## config.mk

```make
export PLATFORM = sky130hd
export DESIGN_NAME = hazard_ctrl_flat
export DESIGN_NICKNAME = d
export VERILOG_FILES = /design/src/rtl/hazard_ctrl_if.sv /design/src/rtl/hazard_ctrl.sv /design/src/flat_wrapper.sv
export SDC_FILE = /design/constraint.sdc
export NUM_CORES = 1
export LEC_CHECK = 0
export ABC_AREA = 1
export CORE_ASPECT_RATIO = 2
export CORE_MARGIN = 4
export CORE_UTILIZATION = 51
export CTS_CLUSTER_SIZE = 8
export DETAILED_ROUTE_END_ITERATION = 12
export PLACE_DENSITY_LB_ADDON = 0.12
export SLEW_MARGIN = 20
export SYNTH_ARGS = -nofsm -noshare
export SYNTH_HDL_FRONTEND = slang
export SYNTH_SLANG_ARGS = --single-unit
export TNS_END_PERCENT = 1
```

## constraint.sdc

```tcl
create_clock -name clk -period 2.1 [get_ports clk]
set_input_delay 0.42 -clock clk [delete_from_list [all_inputs] [get_ports clk]]
set_output_delay 0.42 -clock clk [all_outputs]
set_load 0.005 [all_outputs]
```

## src/rtl/hazard_ctrl_if.sv

```systemverilog
// Stall/flush control bundle between the hazard sequencer and the pipeline registers.
// The sequencer uses the slave view and the pipeline uses the master view.
interface hazard_ctrl_if #(
  parameter int CNT_W = 32
);
  logic [4:0]       id_rs;
  logic [4:0]       id_rt;
  logic             id_uses_rt;
  logic             id_exe_MemRead;
  logic [4:0]       id_exe_rt;
  logic             exe_branch_taken;
  logic             exe_md_start;
  logic             exe_md_is_div;
  logic             mem_req;
  logic             mem_ready;
  logic             pc_en;
  logic             if_id_en;
  logic             if_id_flush;
  logic             id_exe_en;
  logic             id_exe_flush;
  logic             exe_mem_en;
  logic             exe_mem_flush;
  logic             mem_wb_flush;
  logic             md_busy;
  logic             md_done;
  logic [CNT_W-1:0] stall_cycles;

  modport slave (
    input  id_rs, id_rt, id_uses_rt, id_exe_MemRead, id_exe_rt,
           exe_branch_taken, exe_md_start, exe_md_is_div, mem_req, mem_ready,
    output pc_en, if_id_en, if_id_flush, id_exe_en, id_exe_flush,
           exe_mem_en, exe_mem_flush, mem_wb_flush, md_busy, md_done, stall_cycles
  );

  modport master (
    output id_rs, id_rt, id_uses_rt, id_exe_MemRead, id_exe_rt,
           exe_branch_taken, exe_md_start, exe_md_is_div, mem_req, mem_ready,
    input  pc_en, if_id_en, if_id_flush, id_exe_en, id_exe_flush,
           exe_mem_en, exe_mem_flush, mem_wb_flush, md_busy, md_done, stall_cycles
  );
endinterface

```

## src/rtl/hazard_ctrl.sv

```systemverilog
// Stall/flush sequencer for the 5-stage pipeline: memory freeze > mult/div > branch > load-use.
// Control outputs are combinational from the current inputs; md_done and stall_cycles are registered.
module hazard_ctrl #(
  parameter int MULT_CYCLES = 4,
  parameter int DIV_CYCLES  = 32,
  parameter int CNT_W       = 32
) (
  input  logic         clk,
  input  logic         rst,
  hazard_ctrl_if.slave hif
);

  typedef enum logic {RUN, MD_BUSY} state_t;

  localparam logic [5:0] MULT_LD = 6'(MULT_CYCLES - 1);
  localparam logic [5:0] DIV_LD  = 6'(DIV_CYCLES - 1);

  state_t           state, state_nxt;
  logic [5:0]       md_cnt, md_cnt_nxt;
  logic             md_done_q, md_done_nxt;
  logic [CNT_W-1:0] stall_q;
  logic             freeze, md_start, load_use;

  assign freeze   = hif.mem_req && !hif.mem_ready;
  // md_done gates the start so the op that just finished is not relaunched.
  assign md_start = (state == RUN) && hif.exe_md_start && !md_done_q;
  assign load_use = hif.id_exe_MemRead && (hif.id_exe_rt != 5'd0) &&
                    ((hif.id_exe_rt == hif.id_rs) ||
                     (hif.id_uses_rt && (hif.id_exe_rt == hif.id_rt)));

  always_comb begin
    hif.pc_en         = 1'b1;
    hif.if_id_en      = 1'b1;
    hif.if_id_flush   = 1'b0;
    hif.id_exe_en     = 1'b1;
    hif.id_exe_flush  = 1'b0;
    hif.exe_mem_en    = 1'b1;
    hif.exe_mem_flush = 1'b0;
    hif.mem_wb_flush  = 1'b0;
    hif.md_busy       = (state == MD_BUSY) && !rst;
    state_nxt         = state;
    md_cnt_nxt        = md_cnt;
    md_done_nxt       = 1'b0;

    if (rst) begin
      state_nxt = RUN;
    end else if (freeze) begin
      hif.pc_en        = 1'b0;
      hif.if_id_en     = 1'b0;
      hif.id_exe_en    = 1'b0;
      hif.exe_mem_en   = 1'b0;
      hif.mem_wb_flush = 1'b1;
      // The last mult/div cycle cannot retire while MEM is frozen.
      if (state == MD_BUSY && md_cnt != 6'd1)
        md_cnt_nxt = md_cnt - 6'd1;
    end else if (state == MD_BUSY || md_start) begin
      hif.pc_en         = 1'b0;
      hif.if_id_en      = 1'b0;
      hif.id_exe_en     = 1'b0;
      hif.exe_mem_flush = 1'b1;
      if (state == RUN) begin
        state_nxt  = MD_BUSY;
        md_cnt_nxt = hif.exe_md_is_div ? DIV_LD : MULT_LD;
      end else if (md_cnt == 6'd1) begin
        state_nxt   = RUN;
        md_cnt_nxt  = 6'd0;
        md_done_nxt = 1'b1;
      end else begin
        md_cnt_nxt = md_cnt - 6'd1;
      end
    end else if (hif.exe_branch_taken) begin
      hif.if_id_flush  = 1'b1;
      hif.id_exe_flush = 1'b1;
    end else if (load_use) begin
      hif.pc_en        = 1'b0;
      hif.if_id_en     = 1'b0;
      hif.id_exe_flush = 1'b1;
    end
  end

  always_ff @(posedge clk) begin
    if (rst) begin
      state     <= RUN;
      md_cnt    <= 6'd0;
      md_done_q <= 1'b0;
      stall_q   <= '0;
    end else begin
      state     <= state_nxt;
      md_cnt    <= md_cnt_nxt;
      md_done_q <= md_done_nxt;
      if (!hif.pc_en && !(&stall_q))
        stall_q <= stall_q + CNT_W'(1);
    end
  end

  assign hif.md_done      = md_done_q;
  assign hif.stall_cycles = stall_q;

endmodule

```

## src/flat_wrapper.sv

```systemverilog
// flat-port wrapper written by rule: the top's interface ports become plain ports
module hazard_ctrl_flat 
#(
  parameter int MULT_CYCLES = 4,
  parameter int DIV_CYCLES  = 32,
  parameter int CNT_W       = 32
)
  (clk, rst, hif_id_rs, hif_id_rt, hif_id_uses_rt, hif_id_exe_MemRead, hif_id_exe_rt, hif_exe_branch_taken, hif_exe_md_start, hif_exe_md_is_div, hif_mem_req, hif_mem_ready, hif_pc_en, hif_if_id_en, hif_if_id_flush, hif_id_exe_en, hif_id_exe_flush, hif_exe_mem_en, hif_exe_mem_flush, hif_mem_wb_flush, hif_md_busy, hif_md_done, hif_stall_cycles);
  hazard_ctrl_if #(.CNT_W(CNT_W)) hif_i ();
  input  logic clk;
  input  logic rst;
  input wire logic [$bits(hif_i.id_rs)-1:0] hif_id_rs;
  input wire logic [$bits(hif_i.id_rt)-1:0] hif_id_rt;
  input wire logic [$bits(hif_i.id_uses_rt)-1:0] hif_id_uses_rt;
  input wire logic [$bits(hif_i.id_exe_MemRead)-1:0] hif_id_exe_MemRead;
  input wire logic [$bits(hif_i.id_exe_rt)-1:0] hif_id_exe_rt;
  input wire logic [$bits(hif_i.exe_branch_taken)-1:0] hif_exe_branch_taken;
  input wire logic [$bits(hif_i.exe_md_start)-1:0] hif_exe_md_start;
  input wire logic [$bits(hif_i.exe_md_is_div)-1:0] hif_exe_md_is_div;
  input wire logic [$bits(hif_i.mem_req)-1:0] hif_mem_req;
  input wire logic [$bits(hif_i.mem_ready)-1:0] hif_mem_ready;
  output wire logic [$bits(hif_i.pc_en)-1:0] hif_pc_en;
  output wire logic [$bits(hif_i.if_id_en)-1:0] hif_if_id_en;
  output wire logic [$bits(hif_i.if_id_flush)-1:0] hif_if_id_flush;
  output wire logic [$bits(hif_i.id_exe_en)-1:0] hif_id_exe_en;
  output wire logic [$bits(hif_i.id_exe_flush)-1:0] hif_id_exe_flush;
  output wire logic [$bits(hif_i.exe_mem_en)-1:0] hif_exe_mem_en;
  output wire logic [$bits(hif_i.exe_mem_flush)-1:0] hif_exe_mem_flush;
  output wire logic [$bits(hif_i.mem_wb_flush)-1:0] hif_mem_wb_flush;
  output wire logic [$bits(hif_i.md_busy)-1:0] hif_md_busy;
  output wire logic [$bits(hif_i.md_done)-1:0] hif_md_done;
  output wire logic [$bits(hif_i.stall_cycles)-1:0] hif_stall_cycles;
  assign hif_i.id_rs = hif_id_rs;
  assign hif_i.id_rt = hif_id_rt;
  assign hif_i.id_uses_rt = hif_id_uses_rt;
  assign hif_i.id_exe_MemRead = hif_id_exe_MemRead;
  assign hif_i.id_exe_rt = hif_id_exe_rt;
  assign hif_i.exe_branch_taken = hif_exe_branch_taken;
  assign hif_i.exe_md_start = hif_exe_md_start;
  assign hif_i.exe_md_is_div = hif_exe_md_is_div;
  assign hif_i.mem_req = hif_mem_req;
  assign hif_i.mem_ready = hif_mem_ready;
  assign hif_pc_en = hif_i.pc_en;
  assign hif_if_id_en = hif_i.if_id_en;
  assign hif_if_id_flush = hif_i.if_id_flush;
  assign hif_id_exe_en = hif_i.id_exe_en;
  assign hif_id_exe_flush = hif_i.id_exe_flush;
  assign hif_exe_mem_en = hif_i.exe_mem_en;
  assign hif_exe_mem_flush = hif_i.exe_mem_flush;
  assign hif_mem_wb_flush = hif_i.mem_wb_flush;
  assign hif_md_busy = hif_i.md_busy;
  assign hif_md_done = hif_i.md_done;
  assign hif_stall_cycles = hif_i.stall_cycles;
  hazard_ctrl #(.MULT_CYCLES(MULT_CYCLES), .DIV_CYCLES(DIV_CYCLES), .CNT_W(CNT_W)) u_core (.clk(clk), .rst(rst), .hif(hif_i));
endmodule
```

==> impl_metrics.tcl <==
set metrics [dict create \
    worst_slew_pin_slew_ns 0.455 \
    fin_ws_ns -0.0200 \
    cp_max_fo 3 \
    arrival_ns 1.70 \
    synthCells 465 \
    gr-usage-met2_pct 50.4 \
    synth_area_per_cell_um2 6.04 \
    clkTransAtPathRegs_ns 0.07 \
    dr.pass1.iters 6 \
    whs_ns 0.494 \
    syn-num-nets 492 \
    die_y_um 113 \
    synth-seq-cells 40 \
    hold_path_end "u_core.hif.stall_cycles[3]" \
    final.setup.tns_ns -0.0200 \
    r2r-start "u_core.hif.stall_cycles[1]" \
    maxSlewHeadroom_pct 69.6 \
    synth_area_um2 2810 \
    port_buffers 65 \
    rows 38 \
    setup_viol 1 \
    yosysMostFrequentCell "nand2_1" \
    final_hold_viol_count 0 \
    drc 0 \
    grt_max_degree 24 \
    reg2reg_to "u_core.hif.stall_cycles[8]" \
    cts_tree "done" \
    fin_crit_ns 2.12 \
    power_leakage_nw 1.59 \
    dp_slack_ns -0.460 \
    cts_buffers 5 \
    min-delay-start "u_core.hif.stall_cycles[3]" \
    avgViaCountPerCell 5.40 \
    antenna_found_initial 0 \
    synthFlopType "dfxtp_1" \
    track_usage_pct 26.9 \
    synthTopCellsByCount "153 x nand2_1, 60 x nor2_1, 45 x inv_1" \
    r2r_setup_slack_ns 0.20 \
    core_um2 5370 \
    diodes 0 \
    hold_depth 2 \
    die_area_um2 6830 \
    wl_mm 8.62 \
    maxCapViolations 0 \
    die_x_um 60.5 \
    min_path_type "register to register" \
    htreeDepth 2 \
    vdd_drop_max_mv 0.857 \
    dpl.hpwl_mm 6.88 \
    via_count 3262 \
    reg2reg_depth 10 \
    startpoint_type "input pin" \
    yosysWarnings 0 \
    final_max_slew_viol_count 0 \
    drtIter0Drc 215 \
    fin_crit_sh_pct 101 \
    busiest_layer "met2" \
    cellPowerDensity_nw_per_um2 477 \
    wl_per_cell_um 14.3 \
    cp.required_ns 1.68 \
    grt_pass1_wl_mm 14.1 \
    yosysTopAreaCell "dfxtp_1" \
    cp-end-kind "output port" \
    ios 66 \
    fmax_mhz 472 \
    clock_latency_ns 0.31 \
    initial_utilization_pct 52.2 \
    synth.distinct_cells 28 \
    seq_area_frac_synth_pct 28.5 \
    rsz0062_at_grt "yes" \
    syn_to_final_growth_pct 34.0 \
    cts_root_buf "clkbuf_8" \
    gp_congestion 0.959 \
    clock_sinks 40 \
    nets 570 \
    status "finished with violations" \
    synth_top_area_share_pct 28.5 \
    cts_hold_buf 0 \
    use_met1_pct 24.7 \
    synth_edf_count 0 \
    critPathKind "input pin to output port" \
    gr-total-overflow 0 \
    fin_skew_ns 0.00942 \
    ant_nets 0 \
    synthTopCellsByArea "dfxtp_1 29%, nand2_1 20%, nor2_1 8.0%" \
    finalPower_mw 1.79 \
    drive_gt1_share_pct 9.56 \
    grt_pass1_vias 3195 \
    fill_cells 495 \
    async_reset_ff_share_pct 0 \
    grt_use_met3_pct 4.79 \
    violations "setup timing" \
    cts_max_path_buffers 2 \
]
==> worst max-delay path by stage <==
stage | endpoint | startpoint | slack (ns)
finish | hif_if_id_en | hif_mem_req | -0.02
global route | hif_if_id_en | hif_mem_req | -0.11
CTS | hif_pc_en | hif_id_rt[1] | -0.18
detailed placement | hif_pc_en | hif_id_exe_rt[4] | -0.46
global placement | hif_id_exe_flush | hif_id_exe_rt[0] | -0.44
floorplan | hif_pc_en | hif_mem_req | 0.19
==> critical path, cell delays in order <==
cell,delay (ns)
clkdlybuf4s50_1,0.45
inv_1,0.06
nor2_4,0.14
nor2_4,0.04
nand2_2,0.11
nand2_2,0.08
nand2_4,0.09
inv_1,0.05
dlygate4sd2_1,0.25
==> cells in the final DEF (no fill, tap or decap) <==
cell type          n
clkinv_2           1
nand3_2            1
buf_4             21
nor2_1            56
clkdlybuf4s15_1    2
nand3_1           41
xor2_1            15
dlygate4sd2_1     11
nor3b_2            1
ha_1               3
nor4_2             1
xnor2_1            3
dfxtp_1           40
nand3b_1          13
nand2_4            2
o21ai_0            3
clkdlybuf4s50_1   42
bufinv_16          1
nand4_1            5
clkbuf_8           5
buf_2              1
o21ai_1            1
clkinvlp_4         1
inv_2              3
a211oi_1           1
nor4_1             1
nor2_4             4
dlymetal6s2s_1     9
and3_1             1
nor2_2             3
inv_1             42
nand4_4            1
nand2_1          150
nand2_2            5
a21oi_1           41
o221a_2            1
nor3_1            12
==> through the flow <==
| step | util (%) | std cells | area [um^2] |
|---|---|---|---|
| 2_1_floorplan | - | 465 | 2810 |
| 3_3_place_gp | 67.1 | 596 | 3600 |
| 3_5_place_dp | 67.1 | 596 | 3600 |
| 4_1_cts | 69.1 | 604 | 3710 |
| 5_1_grt | 70.0 | 604 | 3760 |
| 6_report | 70.0 | 604 | 3760 |
==> logic make-up (layout without fill, tap and decap cells) <==
family                   after synthesis  after routing  synth area share [%]
AND/OR/NAND/NOR                      297            297                  46.7
buffers and inverters                 60            139                  9.09
AO/OA/AOI/OAI                         47             47                  8.69
flip-flops                            40             40                  28.5
XOR/XNOR                              18             18                  5.62
adder cells (fa/ha/maj)                3              3                  1.34
==> routing by layer <==
metal / part of all wire [%] / vias up
li1: - / 1648
met1: 35 / 1486
met2: 55 / 97
met3: 4.4 / 31
met4: 5.6 / 0
met5: 0 / -
==> timing repair <==
| action | in CTS | in global routing |
|---|---|---|
| pin swaps | 1 | 9 |
| setup buffers | 0 | 0 |
| endpoints found under the setup margin | 18 | 29 |
| gates resized for setup | 27 | 17 |
==> flip-flops by register name, summed over array words and instances, names as in the netlist <==
name / count
u_core.md_cnt: 6
u_core.hif.stall_cycles: 32
u_core.hif.md_done: 1
u_core.state: 1
==> where the power goes <==
group	leakage [nW]	switching [mW]	internal (mW)
sequential	0.324	0.0256	0.783
combinational	1.21	0.191	0.152
clock	0.0541	0.290	0.352
==> layout make-up <==
class                           instances  area, um^2  area share [%]
Tap cell                               60        75.1            2.00
Inverter                               45         169            4.49
Clock buffer                            5        68.8            1.83
Multi-Input combinational cell        365        1790            47.7
Timing Repair Buffer                   86         812            21.6
Clock inverter                          3        42.5            1.13
Sequential cell                        40         801            21.3
Note: power is estimated with default switching activity, not from simulation.
